--- config.mk ---
export PLATFORM = sky130hd
export DESIGN_NAME = operand_deserializer_flat
export DESIGN_NICKNAME = d
export VERILOG_FILES = /design/src/rtl/operand_deserializer_pkg.sv /design/src/rtl/operand_deserializer_if.sv /design/src/rtl/operand_deserializer_shift_reg.sv /design/src/rtl/operand_deserializer.sv /design/src/flat_wrapper.sv
export SDC_FILE = /design/constraint.sdc
export NUM_CORES = 1
export LEC_CHECK = 0
export BUFFER_PORTS_ARGS = -buffer_cell sky130_fd_sc_hd__buf_4
export CAP_MARGIN = 20
export CORE_ASPECT_RATIO = 1.4
export CORE_UTILIZATION = 48
export CTS_BUF_LIST = sky130_fd_sc_hd__clkbuf_8
export CTS_CLUSTER_DIAMETER = 40
export DETAILED_ROUTE_END_ITERATION = 16
export GPL_TIMING_DRIVEN = 0
export PLACE_DENSITY = 0.82
export SYNTH_ARGS = -nofsm -noshare
export SYNTH_HDL_FRONTEND = slang
export SYNTH_SLANG_ARGS = --single-unit
--- constraint.sdc ---
create_clock -name clk -period 2 [get_ports clk]
set_input_delay 0.4 -clock clk [delete_from_list [all_inputs] [get_ports clk]]
set_output_delay 0.4 -clock clk [all_outputs]
set_load 0.03 [all_outputs]
--- src/rtl/operand_deserializer_pkg.sv ---
// operand_deserializer_pkg: shared state encoding and default operand MSB index
package operand_deserializer_pkg;
    localparam int NBITS_DEFAULT = 7;
    typedef enum logic {LOAD = 1'b0, HOLD = 1'b1} state_t;
endpackage

--- src/rtl/operand_deserializer_if.sv ---
// operand_deserializer_if: serial bit-pair input and parallel frame output handshake
interface operand_deserializer_if import operand_deserializer_pkg::*; #(
    parameter int Nbits = NBITS_DEFAULT
);
    logic s_a;
    logic s_b;
    logic s_valid;
    logic s_ready;
    logic s_abort;
    logic [Nbits:0] a;
    logic [Nbits:0] b;
    logic m_valid;
    logic m_ready;
    modport master (output s_a, s_b, s_valid, s_abort, m_ready, input s_ready, a, b, m_valid);
    modport slave (input s_a, s_b, s_valid, s_abort, m_ready, output s_ready, a, b, m_valid);
endinterface

--- src/rtl/operand_deserializer_shift_reg.sv ---
// shift_reg_lsb: LSB-first shift register, new bit enters at the MSB
module shift_reg_lsb import operand_deserializer_pkg::*; #(
    parameter int Nbits = NBITS_DEFAULT
) (
    input  logic           clk,
    input  logic           rst,
    input  logic           clr,
    input  logic           en,
    input  logic           din,
    output logic [Nbits:0] q
);
    always_ff @(posedge clk or posedge rst)
        if (rst) q <= '0;
        else q <= clr ? '0 : (en ? {din, q[Nbits:1]} : q);
endmodule

--- src/rtl/operand_deserializer.sv ---
// operand_deserializer: collects Nbits+1 serial bit pairs into parallel operands a/b
module operand_deserializer import operand_deserializer_pkg::*; #(
    parameter int Nbits = NBITS_DEFAULT
) (
    input logic clk,
    input logic rst,
    operand_deserializer_if.slave bus
);
    localparam int CW = $clog2(Nbits + 2);
    state_t r_state;
    logic [CW-1:0] r_cnt;
    logic r_m_valid;
    logic r_s_ready;
    logic w_load;
    logic w_clr;
    logic w_accept;
    logic w_last;
    logic w_release;
    logic [Nbits:0] w_a;
    logic [Nbits:0] w_b;
    assign w_load    = (r_state == LOAD);
    assign w_clr     = w_load & bus.s_abort;
    assign w_accept  = w_load & bus.s_valid & ~bus.s_abort;
    assign w_last    = w_accept & (r_cnt == CW'(Nbits));
    assign w_release = ~w_load & bus.m_ready;
    // Handshake outputs are registered alongside the state so they never glitch
    always_ff @(posedge clk or posedge rst)
        if (rst) begin
            r_state   <= LOAD;
            r_cnt     <= '0;
            r_m_valid <= 1'b0;
            r_s_ready <= 1'b1;
        end else begin
            r_state   <= w_last ? HOLD : (w_release ? LOAD : r_state);
            r_cnt     <= (w_clr | w_last) ? '0 : r_cnt + CW'(w_accept);
            r_m_valid <= w_last ? 1'b1 : (w_release ? 1'b0 : r_m_valid);
            r_s_ready <= w_last ? 1'b0 : (w_release ? 1'b1 : r_s_ready);
        end
    shift_reg_lsb #(.Nbits(Nbits)) u_sr_a (
        .clk(clk), .rst(rst), .clr(w_clr), .en(w_accept), .din(bus.s_a), .q(w_a)
    );
    shift_reg_lsb #(.Nbits(Nbits)) u_sr_b (
        .clk(clk), .rst(rst), .clr(w_clr), .en(w_accept), .din(bus.s_b), .q(w_b)
    );
    assign bus.a       = w_a;
    assign bus.b       = w_b;
    assign bus.m_valid = r_m_valid;
    assign bus.s_ready = r_s_ready;
endmodule
--- src/flat_wrapper.sv ---
// flat-port wrapper written by rule: the top's interface ports become plain ports
module operand_deserializer_flat import operand_deserializer_pkg::*;
#(
    parameter int Nbits = NBITS_DEFAULT
)
  (clk, rst, bus_s_a, bus_s_b, bus_s_valid, bus_s_abort, bus_m_ready, bus_s_ready, bus_a, bus_b, bus_m_valid);
  operand_deserializer_if #(.Nbits(Nbits)) bus_i ();
  input logic clk;
  input logic rst;
  input wire logic [$bits(bus_i.s_a)-1:0] bus_s_a;
  input wire logic [$bits(bus_i.s_b)-1:0] bus_s_b;
  input wire logic [$bits(bus_i.s_valid)-1:0] bus_s_valid;
  input wire logic [$bits(bus_i.s_abort)-1:0] bus_s_abort;
  input wire logic [$bits(bus_i.m_ready)-1:0] bus_m_ready;
  output wire logic [$bits(bus_i.s_ready)-1:0] bus_s_ready;
  output wire logic [$bits(bus_i.a)-1:0] bus_a;
  output wire logic [$bits(bus_i.b)-1:0] bus_b;
  output wire logic [$bits(bus_i.m_valid)-1:0] bus_m_valid;
  assign bus_i.s_a = bus_s_a;
  assign bus_i.s_b = bus_s_b;
  assign bus_i.s_valid = bus_s_valid;
  assign bus_i.s_abort = bus_s_abort;
  assign bus_i.m_ready = bus_m_ready;
  assign bus_s_ready = bus_i.s_ready;
  assign bus_a = bus_i.a;
  assign bus_b = bus_i.b;
  assign bus_m_valid = bus_i.m_valid;
  operand_deserializer #(.Nbits(Nbits)) u_core (.clk(clk), .rst(rst), .bus(bus_i));
endmodule
# Word level (Yosys, flattened, before mapping)
# Index checks and enable logic that the tools add are counted.
[word_totals]
output_inout_bits = 18
input_bits = 7
reg_bits = 22
word_cells = 26
[classes]
eq_ne = 1
n_addsub = 1
n_bitwise = 8
n_mux = 9
reduce_logical = 2
[ops]
columns = ["operator", "count"]
rows = [
  ["$mux 8", 4],
  ["$and 1x1->1", 5],
  ["$add 4x1->4", 1],
  ["$eq 4x3->1 const B", 1],
  ["$mux 1", 4],
  ["$mux 4", 1],
  ["$reduce_bool 2->1", 2],
  ["$not 1->1", 2],
  ["$or 1x1->1", 1],
]

# Depth between registers and ports, before layout
# Gate-level depths: netlist of the first run.
[depth]
depth_word = 6
mapped_depth = 9

# Cells and area by module
# A second synthesis of the first run with hierarchy kept.
[hier_totals]
cells_unflattened = 81
area_unflattened_um2 = 962.2
[by_module_without_submodules]
columns = ["module", "cells_each", "instances", "seq_area_each_um2", "area_each_um2"]
rows = [
  ["shift_reg_lsb", 27, 2, 200.2, 329.1],
  ["operand_deserializer", 27, 1, 151.4, 304.0],
]

# Least setup slack after synthesis of the first run
# Ideal clock, no wire load.
[synth_timing]
path_type = "register -> register"
from = "reg u_core.r_state"
to = "reg u_core.r_cnt[3]"
arrival_ps = 1998
setup_slack_ps = -82
path_stages_with_launch = 10
period_less_slack_ps = 2082
t_required_ps = 1916
path_cell_list = "dfrtp_1 or3b_1 buf_6 clkinv_2 buf_8 buf_4 ha_1 nand3_1 a211o_1 a21boi_0"
[synth_via]
elab_chain_cells = 6
word_cells_on_any_way = 8
cone_classes = "add/sub (1); mux (1); bitwise (6)"
[synth_lines]
columns = ["item", "line_no", "rtl"]
rows = [
  ["from (decl)", "operand_deserializer.sv:10", "state_t r_state;"],
  ["from (signal assigned)", "operand_deserializer.sv:34", "r_state <= w_last ? HOLD : (w_release ? LOAD : r_state);"],
  ["$not 1->1 *", "operand_deserializer.sv:21", "assign w_load = (r_state == LOAD);"],
  ["parallel branches: the longest is 4 deep, another holds $add 4x1->4", "-", ""],
  ["$mux 4 *", "operand_deserializer.sv:35", "r_cnt <= (w_clr | w_last) ? '0 : r_cnt + CW'(w_accept);"],
  ["to (signal assigned)", "operand_deserializer.sv:35", ""],
  ["to (decl)", "operand_deserializer.sv:11", "logic [CW-1:0] r_cnt;"],
]
# Every way passes the cells marked *.
# A chain may end at the register's enable or synchronous reset.

# Worst setup path after layout of the first run
# Same ends and word-level chain as after synthesis.

==> flow_metrics.env, run 1 <==
export IMPL_wire_per_inst_um=13.02
export IMPL_start_kind="flop"
export IMPL_track_usage_pct=20.54
export IMPL_cts_tree="yes"
export IMPL_fmax_mhz=523.7
export IMPL_place_area_mm2=0.001159
export IMPL_cp_end_kind="flop"
export IMPL_cts_max_path_buffers=2
export IMPL_rsz0062_at_grt="no"
export IMPL_postRouteAntennaNets=0
export IMPL_nNetsFinal=134
export IMPL_ys_seq_area_share_pct=58.18
export IMPL_status="finished clean"
export IMPL_drv_slew=0
export IMPL_cts_hold_fix_buffers=0
export IMPL_maxSlewHeadroom_pct=44.93
export IMPL_diodes=0
export IMPL_core_mm2=0.001802
export IMPL_worstPathArrival_ps=2090
export IMPL_gp_congestion=0.7520
export IMPL_grt_max_degree=23
export IMPL_yosysWarningCount=0
export IMPL_rows=18
export IMPL_wirelength_um=1875
export IMPL_netlist_instances=96
export IMPL_initial_core_util_pct=52.64
export IMPL_num_io_pins=25
export IMPL_crit_fanout=19
export IMPL_critical_path_startpoint="u_core.r_state"
export IMPL_crit_slowest_cell="dfrtp_2"
export IMPL_grt_ovfl_total=0
export IMPL_viasPerCell=5.313
export IMPL_critPathRequiredTime_ps=2180
export IMPL_ys_types=23
export IMPL_dp_cells=140
export IMPL_p_leak_nw=0.6946
export IMPL_holdWs_ps=298.1
export IMPL_hold_violations=0
export IMPL_critPathMaxStageDelay_ps=400
export IMPL_finalSetupViolCount=0
export IMPL_r2r_start="u_core.r_state"
export IMPL_ys_ff_latch=22
export IMPL_syn2layout_area_growth_pct=27.31
export IMPL_maxCapViolations=0
export IMPL_netlist_area_um2=948.4
export IMPL_dieHeight_um=54.60
export IMPL_dp_hpwl_um=1345
export IMPL_stdcell_count=144
export IMPL_synth_fp_nets=105
export IMPL_worstPathCellList="or3b_1 -> buf_6 -> clkinv_2 -> buf_12 -> ha_2 -> nand3_1 -> a211o_1 -> a21boi_0"
export IMPL_cts_root_buf="clkbuf_8"
export IMPL_final_cell_area_mm2=0.001207
export IMPL_clock_latency_ps=260
export IMPL_antenna_found_initial=0
export IMPL_path_clk_slew_ps=80
export IMPL_die_w_um=39.57
export IMPL_layout_common_cells="33 x nand2_1, 25 x buf_4, 20 x dfrtp_1, 17 x nand3_1"
export IMPL_cts_sinks=22
export IMPL_first_iter_violations=9
export IMPL_die_area_mm2=0.002160
export IMPL_p_per_area_mw_per_mm2=696.4
export IMPL_critPathKind="flop to flop"
export IMPL_final_common_cell="nand2_1"
export IMPL_drtPass1Iterations=4
export IMPL_vias=765
export IMPL_worst_pin_slew_ps=825.1
export IMPL_clock_skew_ps=3.657
export IMPL_drcViolationCount=0
export IMPL_post_route_period_util_pct=95.47
export IMPL_avgSynthCellArea_um2=9.879
export IMPL_drive_gt1_share_pct=28.23
export IMPL_grt_first_pass_wirelength_um=3015
export IMPL_vdd_ir_drop_max_v=0.0005557
export IMPL_hp_class="input pin to async pin"
export IMPL_grt_pass1_vias=748
export IMPL_cts_made_buffers=3
export IMPL_cts_htree_levels=1
export IMPL_port_buffers=24
export IMPL_min_period_ps=1909
[stage by stage]
step	setup WS (ps)	total power [mW]	setup TNS, ps	util (%)
final	90.57	0.8408	0	67.01
after CTS	58.26	0.8430	0	66.74
after global placement	-131.0	0.5704	-191.9	64.31
after floorplan	12.29	0.5365	0	-
after detailed placement	-177.0	0.5725	-311.7	64.31
after global routing	0.4532	0.8628	0	67.01
[kinds of logic (layout without fill, tap and decap cells)]
| group | Yosys count | count (layout) | synth area share, % |
|---|---|---|---|
| buffers and inverters | 9 | 37 | 6.068 |
| AND/OR/NAND/NOR | 57 | 57 | 28.50 |
| AO/OA/AOI/OAI | 5 | 5 | 3.694 |
| adder cells (fa/ha/maj) | 2 | 2 | 2.638 |
| flip-flops | 22 | 22 | 58.18 |
| XOR/XNOR | 1 | 1 | 0.9237 |
[power breakdown]
group	switching (mW)	total (mW)	internal [mW]
clock network	0.141	0.278	0.137
logic	0.0597	0.0951	0.0355
registers	0.0103	0.468	0.458
total	0.211	0.841	0.630
[cell usage after synthesis]
cell type  number  area (um2)
a211o_1         1       8.760
a21boi_0        1       7.510
a21oi_1         1       5.000
a41oi_1         1       8.760
and3_1          3       18.77
buf_1           2       7.510
buf_4           1       7.510
buf_6           1       11.26
buf_8           1       15.01
clkbuf_1        1       3.750
clkinv_2        1       5.000
dfrtp_1        21       525.5
dfstp_2         1       26.28
ha_1            2       25.02
inv_1           2       7.510
nand2_1        33       123.9
nand2b_1        1       6.260
nand3_1        17       85.08
nand4_4         1       21.27
nor2b_1         1       6.260
o21ai_0         1       5.000
or3b_1          1       8.760
xor2_1          1       8.760
[final cells by class]
| class | instances | area, um2 |
|---|---|---|
| plain buffers | 5 | 42.54 |
| well taps | 20 | 25.02 |
| repair buffers | 25 | 187.7 |
| flip-flops and latches | 22 | 553.0 |
| clock inverters | 1 | 3.754 |
| inverters | 3 | 12.51 |
| clock buffers | 3 | 41.29 |
| multi-input cells | 65 | 341.6 |
| fillers | 156 | 594.3 |
[per-layer routing]
layer / vias to the layer above / routed length, um / global-route usage (%)
met2: 18 / 984 / 34.70
met1: 375 / 802 / 26.03
met3: 4 / 56 / 1.220
li1: 368 / - / -
met5: - / 0 / 0
met4: 0 / 31 / 10.34
[worst max-delay path: cells and delay by family (launching register included)]
kind            cells  cell delay, ps
simple gates        2             470
compound gates      2             420
flops               1             400
buf+inv             3             360
fa+ha+maj           1             190
[state kept, by name, summed over array words and instances, names as in the netlist]
name	cells
u_core.bus.s_ready	1
u_core.u_sr_a.q	8
u_core.u_sr_b.q	8
u_core.r_cnt	4
u_core.r_state	1
[what timing repair did]
| action | in CTS | in global routing |
|---|---|---|
| setup buffers | 1 | 0 |
| gates resized for setup | 1 | 1 |
| setup endpoints to repair | 1 | 1 |
[final timing paths]
check | slack (ps) | cells past startpoint | to
max reg2reg | 90 | 8 | u_core.r_cnt[3]
max in group asynchronous | 1140 | 2 | u_core.r_state
min | 300 | 2 | u_core.u_sr_b.q[0]
min in group clk | 330 | 3 | u_core.u_sr_b.q[7]
max | 90 | 8 | u_core.r_cnt[3]
min reg2reg | 500 | 2 | u_core.u_sr_a.q[0]
No activity file was read; power rests on OpenSTA's default activity.
==> run 2: changes to the inputs <==
--- a/config.mk
+++ b/config.mk
@@ -13,7 +13,8 @@
 export CTS_CLUSTER_DIAMETER = 40
 export DETAILED_ROUTE_END_ITERATION = 16
 export GPL_TIMING_DRIVEN = 0
-export PLACE_DENSITY = 0.82
+export PLACE_DENSITY = 0.81
 export SYNTH_ARGS = -nofsm -noshare
 export SYNTH_HDL_FRONTEND = slang
+export SYNTH_HIERARCHICAL = 1
 export SYNTH_SLANG_ARGS = --single-unit
==> flow_metrics.env, run 2 <==
export IMPL_status="finished clean"
export IMPL_yosysTopAreaCell="dfrtp_1"
export IMPL_dieHeight_um=54.98
export IMPL_first_iter_violations=13
export IMPL_die_w_um=39.84
export IMPL_hold_violations=0
export IMPL_worstPathArrival_ps=1660
export IMPL_final_common_cell="buf_4"
export IMPL_clock_latency_ps=260
export IMPL_postCtsSetupBuffers=0
export IMPL_synth_top_area_share_pct=54.62
export IMPL_final_cell_area_mm2=0.001212
export IMPL_rsz0062_at_grt="no"
export IMPL_cts_made_buffers=3
export IMPL_dp_hpwl_um=1286
export IMPL_largestRegisters="u_core/u_sr_a/q x8, u_core/u_sr_b/q x8, u_core/r_cnt x4"
export IMPL_viasPerCell=5.147
export IMPL_finalSetupViolCount=0
export IMPL_vias=664
export IMPL_yosysWarningCount=6
export IMPL_synthTopCellsByCount="21 x dfrtp_1, 18 x nor2_1, 16 x mux2i_1"
export IMPL_cts_tree="yes"
export IMPL_layout_common_cells="24 x buf_4, 21 x dfrtp_1, 18 x nor2_1, 16 x mux2i_1, 5 x inv_1"
export IMPL_place_area_mm2=0.001167
export IMPL_stdcell_count=129
export IMPL_track_usage_pct=18.81
export IMPL_gp_congestion=0.7070
export IMPL_setup_tns_ps=0
export IMPL_avgSynthCellArea_um2=11.88
export IMPL_final_util_pct=66.46
export IMPL_netlist_area_um2=962.2
export IMPL_crit_fanout=8
export IMPL_syn2layout_area_growth_pct=26.01
export IMPL_maxSlewHeadroom_pct=68.26
export IMPL_nNetsFinal=119
export IMPL_ys_ff_latch=22
export IMPL_postCtsResizedCells=0
export IMPL_grt_max_degree=13
export IMPL_postRouteAntennaNets=0
export IMPL_rows=18
export IMPL_worstPathCellList="nor3b_1 -> buf_6 -> mux2i_1 -> nor2_1"
export IMPL_crit_slowest_cell="nor3b_1"
export IMPL_core_mm2=0.001824
export IMPL_synth_async_reset_ratio_pct=100.0
export IMPL_cts_max_path_buffers=2
export IMPL_clock_skew_ps=5.524
export IMPL_cp_end_kind="flop"
export IMPL_wirelength_um=1673
export IMPL_dp_cells=125
export IMPL_ys_types=21
export IMPL_p_per_area_mw_per_mm2=663.6
export IMPL_critPathKind="flop to flop"
export IMPL_cts_htree_levels=1
export IMPL_fmax_mhz=655.2
export IMPL_antenna_found_initial=0
export IMPL_maxCapViolations=0
export IMPL_drv_slew=0
export IMPL_port_buffers=24
export IMPL_hp_class="input pin to async pin"
export IMPL_p_leak_nw=0.6311
export IMPL_cts_sinks=22
export IMPL_wire_per_inst_um=12.97
export IMPL_num_io_pins=25
export IMPL_drtPass1Iterations=6
export IMPL_drive_gt1_share_pct=29.36
export IMPL_path_clk_slew_ps=70
export IMPL_initial_core_util_pct=52.74
export IMPL_cpLargestDelayFamily="simple AND/OR/NAND/NOR gates"
export IMPL_drcViolationCount=0
export IMPL_worst_pin_slew_ps=475.1
export IMPL_synth_flop_cell="dfrtp_1"
export IMPL_vdd_ir_drop_max_v=0.0004497
export IMPL_diodes=0
export IMPL_cts_hold_fix_buffers=0
export IMPL_min_period_ps=1526
export IMPL_start_kind="flop"
export IMPL_critPathMaxStageDelay_ps=460
export IMPL_grt_ovfl_total=0
export IMPL_p_total_mw=0.8046
export IMPL_post_synth_top_count_cell="dfrtp_1"
export IMPL_synth_edf_count=0
export IMPL_die_area_mm2=0.002190
export IMPL_synthTopCellsByArea="dfrtp_1 55%, mux2i_1 17%, nor2_1 7.0%"
export IMPL_post_route_period_util_pct=76.31
export IMPL_ys_seq_area_share_pct=57.35
export IMPL_synth_fp_nets=90
export IMPL_path_buf_inv=1
export IMPL_cts_root_buf="clkbuf_8"
export IMPL_grt_pass1_vias=630
export IMPL_netlist_instances=81
export IMPL_critPathRequiredTime_ps=2140
export IMPL_grt_first_pass_wirelength_um=2677
[run 2: changes by cell type in the layout (fill, tap and decap cells not counted), sizes merged, moves of 2 or more]
cell | before | now
and3 | 3 | 0
nor3b | 0 | 2
and2 | 0 | 2
nor2 | 0 | 18
a21oi | 1 | 3
nand2 | 33 | 1
inv | 3 | 5
mux2i | 0 | 16
nand3 | 17 | 1
[run 2: layout make-up]
cell class	count	area [um2]
Timing Repair Buffer	24	180.2
Buffer	4	30.03
Multi-Input combinational cell	51	365.4
Inverter	4	15.01
Sequential cell	22	551.8
Clock inverter	1	3.754
Fill cell	134	611.8
Tap cell	20	25.02
Clock buffer	3	41.29
[run 2: cell families after synthesis]
family	share of synthesized area [%]
multiplexers	16.64
AND/OR/NAND/NOR	13.65
AO/OA/AOI/OAI	3.251
XOR/XNOR	1.821
flip-flops	57.35
buffers and inverters	4.681
adder cells (fa/ha/maj)	2.600
[run 2: metrics by stage]
stage	setup WS (ps)	hold slack, ps
2_1_floorplan	499.8	190.2
3_3_place_gp	484.0	350.4
6_report	473.7	71.23
4_1_cts	453.0	70.34
3_5_place_dp	425.6	346.3
5_1_grt	387.1	75.50
[run 2: final timing paths]
check,start,end,slack (ps),cells past startpoint
worst max-delay path,u_core/r_state,u_core/u_sr_b/q[2],470,4
worst min-delay path,rst,u_core/r_cnt[2],70,2
worst max register to register,u_core/r_state,u_core/u_sr_b/q[2],470,4
worst min register to register,u_core/u_sr_b/q[0],u_core/u_sr_b/q[0],530,2
max in group asynchronous,rst,u_core/u_sr_b/q[6],1670,2
min in group clk,bus_m_ready,u_core/r_state,330,2
[run 2: metal layers]
| metal | track usage, % | vias to the layer above | wire length [um] |
|---|---|---|---|
| met5 | 0 | - | 0 |
| met4 | 10.34 | 0 | 10 |
| met3 | 6.000 | 2 | 63 |
| met2 | 31.15 | 16 | 886 |
| met1 | 20.86 | 327 | 713 |
| li1 | - | 319 | - |
[run 2: power by group]
group | internal (mW) | switching (mW)
clock | 0.136 | 0.128
sequential | 0.454 | 0.00571
combinational | 0.0344 | 0.0462
[run 2: worst reg2reg max path, stage by stage, from the launching register on]
cell and delay (ps):
dfrtp_1 450, nor3b_1 460, buf_6 220, mux2i_1 220, nor2_1 60
==> run 3: changes to the inputs <==
--- a/config.mk
+++ b/config.mk
@@ -8,12 +8,12 @@
 export BUFFER_PORTS_ARGS = -buffer_cell sky130_fd_sc_hd__buf_4
 export CAP_MARGIN = 20
 export CORE_ASPECT_RATIO = 1.4
-export CORE_UTILIZATION = 48
+export CORE_UTILIZATION = 53
 export CTS_BUF_LIST = sky130_fd_sc_hd__clkbuf_8
 export CTS_CLUSTER_DIAMETER = 40
 export DETAILED_ROUTE_END_ITERATION = 16
 export GPL_TIMING_DRIVEN = 0
-export PLACE_DENSITY = 0.81
+export PLACE_DENSITY = 0.85
 export SYNTH_ARGS = -nofsm -noshare
 export SYNTH_HDL_FRONTEND = slang
 export SYNTH_HIERARCHICAL = 1
==> constraint.sdc (replaced) <==
create_clock -name clk -period 1.5 [get_ports clk]
set_input_delay 0.3 -clock clk [delete_from_list [all_inputs] [get_ports clk]]
set_output_delay 0.3 -clock clk [all_outputs]
set_load 0.03 [all_outputs]
==> flow_metrics.env, run 3 (synthesis gave the netlist of run 2 again) <==
export IMPL_cts_tree="yes"
export IMPL_drv_slew=0
export IMPL_drive_gt1_share_pct=32.43
export IMPL_p_leak_nw=0.6433
export IMPL_first_iter_violations=4
export IMPL_clock_skew_ps=2.987
export IMPL_final_cell_area_mm2=0.001245
export IMPL_vdd_ir_drop_max_v=0.0007268
export IMPL_drtPass1Iterations=4
export IMPL_cp_end_kind="flop"
export IMPL_start_kind="flop"
export IMPL_dieHeight_um=52.42
export IMPL_setup_tns_ps=0
export IMPL_hold_end="u_core/r_state"
export IMPL_die_w_um=38.01
export IMPL_r2r_start="u_core/r_state"
export IMPL_critPathKind="flop to flop"
export IMPL_dp_hpwl_um=1385
export IMPL_die_area_mm2=0.001992
export IMPL_reg2regPathDepth=4
export IMPL_num_io_pins=25
export IMPL_syn2layout_area_growth_pct=29.39
export IMPL_postRouteAntennaNets=0
export IMPL_grt_first_pass_wirelength_um=2891
export IMPL_rows=17
export IMPL_wire_per_inst_um=13.94
export IMPL_worst_pin_slew_ps=357.2
export IMPL_diodes=0
export IMPL_antenna_found_initial=0
export IMPL_cts_root_buf="clkbuf_8"
export IMPL_vias=688
export IMPL_cts_sinks=22
export IMPL_critPathRequiredTime_ps=1650
export IMPL_path_clk_slew_ps=80
export IMPL_drcViolationCount=0
export IMPL_place_area_mm2=0.001167
export IMPL_finalSetupViolCount=0
export IMPL_grt_max_degree=13
export IMPL_cts_max_path_buffers=2
export IMPL_clock_latency_ps=260
export IMPL_core_mm2=0.001638
export IMPL_final_common_cell="buf_4"
export IMPL_maxSlewHeadroom_pct=76.19
export IMPL_p_per_area_mw_per_mm2=914.4
export IMPL_holdPathStages=2
export IMPL_port_buffers=24
export IMPL_viasPerCell=5.292
export IMPL_rsz0062_at_grt="no"
export IMPL_nNetsFinal=121
export IMPL_fmax_mhz=726.9
export IMPL_r2r_slack_ps=120
export IMPL_grt_ovfl_total=0
export IMPL_min_period_ps=1376
export IMPL_maxCapViolations=0
export IMPL_layout_common_cells="25 x buf_4, 20 x dfrtp_1, 18 x nor2_1, 16 x mux2i_1"
export IMPL_wirelength_um=1812
export IMPL_cts_made_buffers=3
export IMPL_gp_congestion=0.7139
export IMPL_status="finished clean"
export IMPL_post_route_period_util_pct=91.72
export IMPL_largestRegisters="u_core/u_sr_a/q x8, u_core/u_sr_b/q x8, u_core/r_cnt x4"
export IMPL_grt_pass1_vias=681
export IMPL_initial_core_util_pct=58.75
export IMPL_worstPathArrival_ps=1530
export IMPL_hp_class="input pin to flop"
export IMPL_min_from="bus_m_ready"
export IMPL_cts_htree_levels=1
export IMPL_crit_fanout=6
export IMPL_final_util_pct=76.01
export IMPL_r2r_end="u_core/r_cnt[1]"
export IMPL_hold_violations=0
export IMPL_track_usage_pct=21.65
==> run 3: worst max-delay path by stage <==
stage                        start                  to  slack (ps)  cells after the start
floorplan           u_core/r_state     u_core/r_cnt[1]          70                      4
global placement    u_core/r_state  u_core/u_sr_a/q[1]          70                      4
detailed placement  u_core/r_state  u_core/u_sr_b/q[2]         -30                      4
CTS                 u_core/r_state     u_core/r_cnt[1]          40                      4
global route        u_core/r_state     u_core/r_cnt[2]          10                      5
finish              u_core/r_state     u_core/r_cnt[1]         120                      4
==> run 3: timing repair <==
action / CTS / global route
pin swaps: 0 / 1
hold buffers: 1 / 0
hold endpoints to repair: 5 / 0
gates cloned: 0 / 0
setup buffers: 0 / 1
endpoints found under the setup margin: 5 / 2
gates resized for setup: 1 / 0
==> run 3: report_power, final <==
part	internal [mW]	leakage (nW)	switching, mW
sequential	0.605	0.300	0.00710
clock	0.233	0.0288	0.179
combinational	0.0497	0.314	0.0640
==> run 3: area by class of cell <==
class / instances / area (um2)
Timing Repair Buffer: 26 / 197.7
Buffer: 4 / 30.03
Sequential cell: 22 / 553.0
Fill cell: 125 / 392.9
Multi-Input combinational cell: 51 / 370.4
Tap cell: 19 / 23.77
Inverter: 4 / 15.01
Clock buffer: 4 / 55.05
==> run 3: layer usage <==
metal	track usage, %	share of wire [%]	wire length (um)	vias up
met4	10.71	0.77	14	0
li1	-	-	-	325
met3	3.830	2.9	52	2
met5	0	0	0	-
met2	40.23	57	1024	17
met1	22.13	40	720	344
==> run 3: worst max-delay path: stages (launching register included) <==
cell and delay (ps):
dfrtp_2 460, nor3b_4 250, ha_1 210, ha_1 220
and2_1 130
==> run 3: through the flow <==
stage / power [mW] / cells / hold WS (ps) / setup slack [ps]
2_1_floorplan: 0.6941 / 81 / 90.16 / 65.70
3_3_place_gp: 0.7281 / 124 / 248.0 / 68.22
5_1_grt: 1.181 / 130 / 219.4 / 11.38
6_report: 1.138 / 130 / 219.7 / 124.2
4_1_cts: 1.141 / 129 / 218.4 / 43.96
3_5_place_dp: 0.7326 / 124 / 253.4 / -30.02
